$ cat src/rtl/pipelined_adder_pkg.sv
// adder_pkg: shared types and configuration helpers for the pipelined add/subtract unit.
package adder_pkg;

    typedef struct packed {
        logic valid;
        logic carry;
    } stage_ctl_t;

    function automatic int stages_of(input int width, input int chunk);
        return width / chunk;
    endfunction

    function automatic bit cfg_ok(input int width, input int chunk);
        return chunk > 0 && width >= chunk && width % chunk == 0;
    endfunction

endpackage

$ cat src/rtl/pipelined_adder_stage.sv
// adder_stage: resolves one CHUNK-bit slice and registers it with the carry, valid bit and operands.
// With PIPELINED_ADDER_OVF_EN defined it also registers the signed overflow of its top bit.
module adder_stage
    import adder_pkg::*;
#(
    parameter int WIDTH = 32,
    parameter int CHUNK = 8,
    parameter int K     = 0
) (
    input  logic             clk,
    input  logic             rst,
    input  logic             en_i,
    input  stage_ctl_t       ctl_i,
    input  logic [WIDTH-1:0] a_i,
    input  logic [WIDTH-1:0] b_i,
    input  logic [WIDTH-1:0] s_i,
    output stage_ctl_t       ctl_o,
    output logic [WIDTH-1:0] a_o,
    output logic [WIDTH-1:0] b_o,
    output logic [WIDTH-1:0] s_o
`ifdef PIPELINED_ADDER_OVF_EN
    ,
    output logic             ovf_o
`endif
);
    localparam int LO = K * CHUNK;

    logic [CHUNK:0]   slice;
    logic [WIDTH-1:0] s_d, a_q, b_q, s_q;
    stage_ctl_t       ctl_d, ctl_q;

    assign slice = {1'b0, a_i[LO +: CHUNK]} + {1'b0, b_i[LO +: CHUNK]} + {{CHUNK{1'b0}}, ctl_i.carry};
    assign ctl_d = '{valid: ctl_i.valid, carry: slice[CHUNK]};

    always_comb begin
        s_d = s_i;
        s_d[LO +: CHUNK] = slice[CHUNK-1:0];
    end

    always_ff @(posedge clk or posedge rst) begin
        if (rst) begin
            ctl_q <= '0;
            a_q   <= '0;
            b_q   <= '0;
            s_q   <= '0;
        end else if (en_i) begin
            ctl_q <= ctl_d;
            a_q   <= a_i;
            b_q   <= b_i;
            s_q   <= s_d;
        end
    end

    assign ctl_o = ctl_q;
    assign a_o   = a_q;
    assign b_o   = b_q;
    assign s_o   = s_q;

`ifdef PIPELINED_ADDER_OVF_EN
    logic ovf_d, ovf_q;

    // carry into the slice MSB is recovered as a ^ b ^ sum at that bit
    assign ovf_d = a_i[LO+CHUNK-1] ^ b_i[LO+CHUNK-1] ^ slice[CHUNK-1] ^ slice[CHUNK];

    always_ff @(posedge clk or posedge rst) begin
        if (rst)
            ovf_q <= 1'b0;
        else if (en_i)
            ovf_q <= ovf_d;
    end

    assign ovf_o = ovf_q;
`endif

endmodule

$ cat src/rtl/pipelined_adder.sv
// pipelined_adder: valid/ready streaming add/subtract, one CHUNK-bit slice resolved per stage.
// Define PIPELINED_ADDER_OVF_EN to add the registered signed-overflow output ovf.
module pipelined_adder
    import adder_pkg::*;
#(
    parameter int WIDTH = 32,
    parameter int CHUNK = 8
) (
    input  logic             clk,
    input  logic             rst,
    input  logic             in_valid,
    output logic             in_ready,
    input  logic [WIDTH-1:0] a,
    input  logic [WIDTH-1:0] b,
    input  logic             c_in,
    input  logic             sub,
    output logic             out_valid,
    input  logic             out_ready,
    output logic [WIDTH-1:0] sum,
    output logic             c_out
`ifdef PIPELINED_ADDER_OVF_EN
    ,
    output logic             ovf
`endif
);
    localparam int STAGES = stages_of(WIDTH, CHUNK);

    if (!cfg_ok(WIDTH, CHUNK)) begin : g_bad_cfg
        $error("pipelined_adder: WIDTH must be a positive multiple of CHUNK");
    end

    logic             advance;
    stage_ctl_t       ctl_p [STAGES+1];
    logic [WIDTH-1:0] a_p   [STAGES+1];
    logic [WIDTH-1:0] b_p   [STAGES+1];
    logic [WIDTH-1:0] s_p   [STAGES+1];

    // the whole pipe moves in lockstep, so a stall freezes every stage including bubbles
    assign advance  = !out_valid || out_ready;
    assign in_ready = advance;

    // subtraction is a + ~b + ~borrow, folded in before the first slice
    assign ctl_p[0] = '{valid: in_valid, carry: c_in ^ sub};
    assign a_p[0]   = a;
    assign b_p[0]   = b ^ {WIDTH{sub}};
    assign s_p[0]   = '0;

`ifdef PIPELINED_ADDER_OVF_EN
    logic ovf_p [STAGES];
    assign ovf = ovf_p[STAGES-1];
`endif

    for (genvar k = 0; k < STAGES; k++) begin : g_stage
        adder_stage #(.WIDTH(WIDTH), .CHUNK(CHUNK), .K(k)) u_stage (
            .clk   (clk),
            .rst   (rst),
            .en_i  (advance),
            .ctl_i (ctl_p[k]),
            .a_i   (a_p[k]),
            .b_i   (b_p[k]),
            .s_i   (s_p[k]),
            .ctl_o (ctl_p[k+1]),
            .a_o   (a_p[k+1]),
            .b_o   (b_p[k+1]),
            .s_o   (s_p[k+1])
`ifdef PIPELINED_ADDER_OVF_EN
            ,
            .ovf_o (ovf_p[k])
`endif
        );
    end

    assign out_valid = ctl_p[STAGES].valid;
    assign c_out     = ctl_p[STAGES].carry;
    assign sum       = s_p[STAGES];

endmodule

$ cat config.mk
export PLATFORM = sky130hd
export DESIGN_NAME = pipelined_adder
export DESIGN_NICKNAME = d
export VERILOG_FILES = /design/src/rtl/pipelined_adder_pkg.sv /design/src/rtl/pipelined_adder_stage.sv /design/src/rtl/pipelined_adder.sv
export SDC_FILE = /design/constraint.sdc
export NUM_CORES = 1
export LEC_CHECK = 0
export CORE_ASPECT_RATIO = 0.6
export CORE_MARGIN = 3
export CORE_UTILIZATION = 50
export CTS_BUF_LIST = sky130_fd_sc_hd__clkbuf_16
export DETAILED_ROUTE_END_ITERATION = 10
export PLACE_DENSITY_LB_ADDON = 0.2
export SLEW_MARGIN = 20
export SYNTH_ARGS = -nofsm -noshare
export SYNTH_HDL_FRONTEND = slang
export SYNTH_SLANG_ARGS = --single-unit
$ cat constraint.sdc
create_clock -name clk -period 8.9 [get_ports clk]
set_clock_uncertainty 0.05 [all_clocks]
set_input_delay 1.78 -clock clk [delete_from_list [all_inputs] [get_ports clk]]
set_output_delay 1.78 -clock clk [all_outputs]
set_load 0.02 [all_outputs]
==> results by group, run 1 <==
Global routing
  – First-pass GRT wire length: 29,600 um
  – Initial antenna violation count: 1
  – Grt ovf: 0
  – Largest net degree at the start of global routing: 123
  – Number of global-route vias before repair: 6,120
  – Gr usage total: 19.4%

Floorplan
  – DIE WIDTH: 175 um
  – Io pins: 105
  – Die area: 0.0189 mm^2
  – # rows: 36
  – Die height: 108 um
  – Core area: 0.0165 mm^2
  – Initial Util: 52.0%

STA
  – Tmin final: 5420 ps
  – Pins Over Slew Limit: 0
  – RSZ-0062 raised after global routing: no
  – Worst hold slack: 415 ps
  – Headroom to the max-slew limit: 35.2%
  – Final setup violation count: 0
  – Period utilization: 60.9%
  – Peak Freq: 0.184 GHz
  – Worst-margin pin slew: 972 ps
  – Setup_tns: 0 ps
  – Final WS setup: 3480 ps
  – Final Hold Fails: 0

Logic synthesis
  – Top-count cell post-synth: nand2_1
  – Yosys warns: 0
  – Mux cell area share after synthesis: 0.698%
  – Top cells by area, synth: dfrtp_1 (54%), nand2_1 (18%), ha_1 (4.1%), o21ai_0 (3.0%), xnor2_1 (2.6%)
  – Post-synth top area cell: dfrtp_1
  – Count of unique library cells instantiated by Yosys: 39
  – Post-synth top area share: 53.5%
  – Post-synth ARST share: 100%
  – Compound-Gate Fraction of Synth Area: 9.12%
  – Synth Area in Adders: 5.94%
  – Syn_area_per_cell: 9.21 um^2
  – Post-synth EDFFs: 0
  – Post-Synth XOR/XNOR Area: 3.77%
  – Largest family of logic cells by synthesized area: simple AND/OR/NAND/NOR gates
  – Mapped Area: 0.00860 mm^2
  – Post-Syn Nets: 1,040
  – Simple-Gate Fraction of Synth Area: 23.5%
  – Top cells by count, synth: nand2_1 (420), dfrtp_1 (184), o21ai_0 (51), buf_2 (38), ha_1 (28)
  – Syn Inst Count: 934
  – Synth Flop Type: dfrtp_1
  – Synthesized flop and latch total: 184
  – Seq/Total Area, Yosys: 53.5%

Worst setup path
  – Family with the most delay on the worst path: buffers and inverters
  – CP endpoint kind: output pin
  – WP data required: 7070 ps
  – Cell with the largest stage delay on the worst path: clkdlybuf4s50_1
  – R2R setup slack: 6060 ps
  – Crit-path most repeated cell: clkdlybuf4s50_1
  – Worst-path cell chain: clkdlybuf4s50_1, nor2b_4, inv_4, clkdlybuf4s50_1
  – Buffer and inverter count on the worst path: 3
  – Startpoint class of the critical path: input port
  – Worst-path fanout max: 65
  – Worst path max stage delay: 730 ps
  – WS Path Type: input port to output pin
  – Worst EP arrival: 3590 ps

Placement
  – Area of placed instances: 0.00972 mm^2
  – Setup WS pre-CTS: 3450 ps
  – RD Place Congestion: 0.783
  – # port buffers: 104
  – Inst Count DP: 1,224
  – Detailed Place HPWL: 11,000 um

Detailed routing
  – Vias after detailed routing: 6,380
  – Routed WL: 17,100 um
  – Antenna Nets Post-Route: 0
  – DR pass1 iterations: 5
  – Vias per cell: 5.08
  – WL/cell: 13.6 um
  – DRC viols: 0
  – First DRT Iteration DRCs: 512

Clocking
  – CTS sink cnt: 184
  – H-tree depth: 4
  – Root buf cell: clkbuf_16
  – Max Root-Sink Buffers: 2
  – Post-CTS sizing: 0
  – Hold Buf Count CTS: 0
  – Worst skew pair latency: 430 ps
  – Clock Pin Slew Worst Setup and Hold Paths: 70 ps
  – Num CTS Buffers: 17
  – Post CTS Setup Buffer Count: 0
  – CTS tree: yes

Power
  – PD cells: 351 mW/mm^2
  – Leakage: 4.94 nW
  – Design Power: 3.60 mW
  – Max VDD drop: 152 uV

Layout
  – Fin nets: 1,121
  – Synth-to-Final Area Change: 19.5%
  – Layout Cells excl Fill: 1,256
  – Share of layout cells above drive strength 1: 4.38%
  – Fin area: 0.0103 mm^2
  – Fill cells: 1,463
  – Final core utilization: 62.2%
  – N_diodes: 0

Run status
  – Status: finished clean

Run
  – Max_cap viols: 0

Min path
  – Hold Crit Class: register to register
[sequential cells by signal, indices dropped and copies added (netlist names)]
register	flops
g_stage.u_stage.s_o	80
g_stage.u_stage.b_o	48
g_stage.u_stage.ctl_o	8
g_stage.u_stage.a_o	48
[layout make-up]
class / instances / area, um^2 / area share [%]
Multi-Input combinational cell: 691 / 3700 / 36.0
Clock buffer: 17 / 425 / 4.14
Inverter: 11 / 51.3 / 0.499
Timing Repair Buffer: 110 / 1080 / 10.5
Clock inverter: 15 / 133 / 1.29
Tap cell: 228 / 285 / 2.78
Sequential cell: 184 / 4600 / 44.8
[cell usage in the layout, fill, tap and decap left out, types with 3 or more instances in the layout]
master	instances
nor3b_1	19
o31ai_1	7
nand3_1	6
o21a_1	8
or3_1	7
xnor2_1	26
o21ai_0	51
a211oi_1	17
dfrtp_1	184
or4b_1	3
clkinv_4	4
inv_6	5
nand2_1	420
nor4_1	5
fa_1	8
clkbuf_16	17
nor2_1	10
xor2_1	11
buf_4	6
a21o_1	8
inv_8	4
nand2b_1	3
o31a_1	4
nor3_1	10
a21oi_1	11
mux2i_1	6
inv_1	9
ha_1	28
clkdlybuf4s50_1	103
o21bai_1	6
[tightest hold or removal path, cell delays in order, from the launching register on]
cell,delay [ps]
dfrtp_1,340
nand2_1,50
nand2_1,50
[path summary, 6_finish.rpt]
path,startpoint,endpoint,cells past startpoint
setup / recovery,out_ready,in_ready,4
hold / removal,g_stage[2].u_stage.ctl_o[1]$_DFFE_PP0P_,g_stage[2].u_stage.ctl_o[1]$_DFFE_PP0P_,2
setup reg to reg,g_stage[3].u_stage.ctl_o[1]$_DFFE_PP0P_,g_stage[0].u_stage.s_o[7]$_DFFE_PP0P_,6
hold reg to reg,g_stage[2].u_stage.ctl_o[1]$_DFFE_PP0P_,g_stage[2].u_stage.ctl_o[1]$_DFFE_PP0P_,2
max in group asynchronous,rst,g_stage[1].u_stage.a_o[30]$_DFFE_PP0P_,3
min in group asynchronous,rst,g_stage[3].u_stage.s_o[2]$_DFFE_PP0P_,2
[cell families (layout without fill, tap and decap cells)]
| family | after synthesis | in the layout |
|---|---|---|
| AOI/OAI and AO/OA | 122 | 122 |
| xor gates and xnor gates | 37 | 37 |
| adders and majority gates | 36 | 36 |
| buffers and inverters | 59 | 153 |
| DFF | 184 | 184 |
| muxes | 6 | 6 |
| and+or+nand+nor | 490 | 490 |
[layer usage]
layer	track usage, %	vias up	part of all wire (%)
met5	0	-	0.064
met4	4.44	2	0.95
li1	-	3214	-
met2	29.4	94	44
met3	4.58	16	4.0
met1	28.4	3054	51
[power breakdown]
group | switching [mW] | total [mW] | internal, mW | leakage (nW)
Combinational | 0.822 | 1.46 | 0.638 | 2.45
Clock | 0.354 | 0.723 | 0.369 | 0.271
Sequential | 0.210 | 1.42 | 1.21 | 2.22
(Power assumes the default switching activity.)
==> run 2, diff against run 1 <==
- clock period: 8.9 -> 4.7 ns (I/O delays scaled with it)
==> run 2 against run 1 <==
  * Non-clock buffer count stayed put
  * Largest power group unchanged
  * Die area unchanged
  * Sequential power increased by 89%
  * Combinational power up 93%
  * Cell count unchanged
  * Core utilization rose by 0.42 points
  * Critical endpoint unchanged
==> results by group, run 2 (synthesized netlist as in run 1, its figures left out) <==
Run status
  – Status: finished clean

Worst setup path
  – Worst-path fanout max: 2 (-97%)
  – Cell with the largest stage delay on the worst path: clkdlybuf4s50_1
  – Worst-path cell chain: clkdlybuf4s50_1, nor2b_4, inv_4, clkdlybuf4s50_1
  – Crit-path most repeated cell: clkdlybuf4s50_1
  – Family with the most delay on the worst path: buffers and inverters
  – Startpoint class of the critical path: input port
  – WS Path Type: input port to output pin
  – Worst path max stage delay: 720 ps (about the same)
  – Cells on worst reg2reg path: 6 (unchanged)
  – R2R setup slack: 2210 ps (-3850 ps)
  – Buffer and inverter count on the worst path: 3 (unchanged)
  – WP data required: 3710 ps (-3360 ps)
  – Crit path depth: 4 (unchanged)
  – CP endpoint kind: output pin
  – Worst EP arrival: 2300 ps (-1290 ps)

Clocking
  – Max Root-Sink Buffers: 2 (unchanged)
  – CTS sink cnt: 184 (unchanged)
  – H-tree depth: 4 (unchanged)
  – Num CTS Buffers: 17 (unchanged)
  – Root buf cell: clkbuf_16
  – Clock Pin Slew Worst Setup and Hold Paths: 70 ps (about the same)
  – Post-CTS sizing: 0 (unchanged)
  – CTS tree: yes
  – Hold Buf Count CTS: 0 (unchanged)
  – Worst skew pair latency: 430 ps (about the same)
  – Post CTS Setup Buffer Count: 0 (unchanged)

Detailed routing
  – Vias per cell: 5.08 (unchanged)
  – DRC viols: 0 (unchanged)
  – Antenna Nets Post-Route: 0 (unchanged)
  – Vias after detailed routing: 6,380 (unchanged)
  – DR pass1 iterations: 5 (unchanged)
  – First DRT Iteration DRCs: 518 (+1.2%)
  – Routed WL: 17,700 um (+3.4%)
  – WL/cell: 14.1 um (+3.4%)

STA
  – Peak Freq: 0.304 GHz
  – Final Hold Fails: 0 (unchanged)
  – RSZ-0062 raised after global routing: no
  – Setup_tns: 0 ps (unchanged)
  – Pins Over Slew Limit: 0 (unchanged)
  – Headroom to the max-slew limit: 49.6% (+14 points)
  – Final setup violation count: 0 (unchanged)
  – Period utilization: 70.1%
  – Worst-margin pin slew: 755 ps (-216 ps)
  – Worst hold slack: 415 ps (-0.240 ps)
  – Tmin final: 3290 ps

Layout
  – Max FFs per register: 80 (unchanged)
  – Commonest non-fill, non-tap cell in the layout: nand2_1
  – N_diodes: 0 (unchanged)
  – Commonest non-fill, non-tap cells in the layout: nand2_1 (420), dfrtp_1 (184), clkdlybuf4s50_1 (103), o21ai_0 (51), ha_1 (28)
  – Share of layout cells above drive strength 1: 4.28% (-0.097 points)
  – Synth-to-Final Area Change: 20.3%
  – Fin nets: 1,121 (unchanged)

Global routing
  – Grt ovf: 0 (unchanged)
  – Initial antenna violation count: 0 (-1)
  – First-pass GRT wire length: 29,600 um (about the same)
  – Number of global-route vias before repair: 6,043 (-1.3%)
  – Gr usage total: 19.6% (+0.19 points)
  – Largest net degree at the start of global routing: 176 (+43%)

Floorplan
  – DIE WIDTH: 175 um (unchanged)
  – # rows: 36 (unchanged)
  – Io pins: 105 (unchanged)
  – Core area: 0.0165 mm^2 (unchanged)
  – Die height: 108 um (unchanged)
  – Initial Util: 52.0% (unchanged)
  – Die area: 0.0189 mm^2 (unchanged)

Power
  – Leakage: 4.97 nW (+0.52%)
  – Max VDD drop: 271 uV (+79%)
  – PD cells: 670 mW/mm^2 (+91%)

Run
  – Max_cap viols: 0 (unchanged)

Placement
  – Detailed Place HPWL: 11,500 um (+4.8%)
  – RD Place Congestion: 0.834 (+6.4%)
  – # port buffers: 104 (unchanged)

Min path
  – Hold Crit Class: register to register
  – Count of cells along the worst hold path: 2 (unchanged)
-- run 2: per-stage QoR --
| stage | total power [mW] | area (um^2) | setup WS, ps | util [%] | cells |
|---|---|---|---|---|---|
| after floorplan | 4.67 | 8600 | 1350 | - | 934 |
| after global placement | 5.46 | 9770 | 1240 | 59.1 | 1224 |
| after detailed placement | 5.54 | 9770 | 1220 | 59.1 | 1224 |
| after CTS | 6.98 | 10300 | 1310 | 62.6 | 1256 |
| after global routing | 7.49 | 10300 | 1310 | 62.6 | 1256 |
| final | 6.93 | 10300 | 1410 | 62.6 | 1256 |
-- run 2: layout make-up --
type                       instances  area (um^2)
clock inverter                    15          155
tap                              228          285
timing repair buffer             110         1130
inverter                          11         47.5
fill                            1459         6180
multi-input combinational        691         3700
clock buffer                      17          425
sequential                       184         4600
-- run 2: path summary, 6_finish.rpt --
check | start | endpoint
min in group asynchronous | rst | g_stage[3].u_stage.s_o[1]$_DFFE_PP0P_
max | out_ready | in_ready
max reg2reg | g_stage[3].u_stage.ctl_o[1]$_DFFE_PP0P_ | g_stage[1].u_stage.s_o[13]$_DFFE_PP0P_
min reg2reg | g_stage[3].u_stage.s_o[21]$_DFFE_PP0P_ | g_stage[3].u_stage.s_o[21]$_DFFE_PP0P_
min | g_stage[3].u_stage.s_o[21]$_DFFE_PP0P_ | g_stage[3].u_stage.s_o[21]$_DFFE_PP0P_
max in group asynchronous | rst | g_stage[1].u_stage.a_o[17]$_DFFE_PP0P_
-- run 2: metal layers --
| layer | up-vias | part of all wire (%) | GRT usage, % |
|---|---|---|---|
| met5 | - | 0 | 0 |
| met4 | 0 | 0.94 | 4.27 |
| met3 | 21 | 4.2 | 4.23 |
| met2 | 124 | 44 | 29.7 |
| met1 | 3024 | 51 | 29.0 |
| li1 | 3211 | - | - |
-- run 2: power breakdown --
part | total [mW] | internal [mW] | switching, mW
Combinational | 2.82 | 1.22 | 1.60
Sequential | 2.69 | 2.29 | 0.398
Clock | 1.42 | 0.754 | 0.665
Total | 6.93 | 4.27 | 2.66
-- run 2: worst min-delay path, stage by stage, from the launching register on --
cell and delay, ps:
dfrtp_1 340, nand2_1 50, nand2_1 50
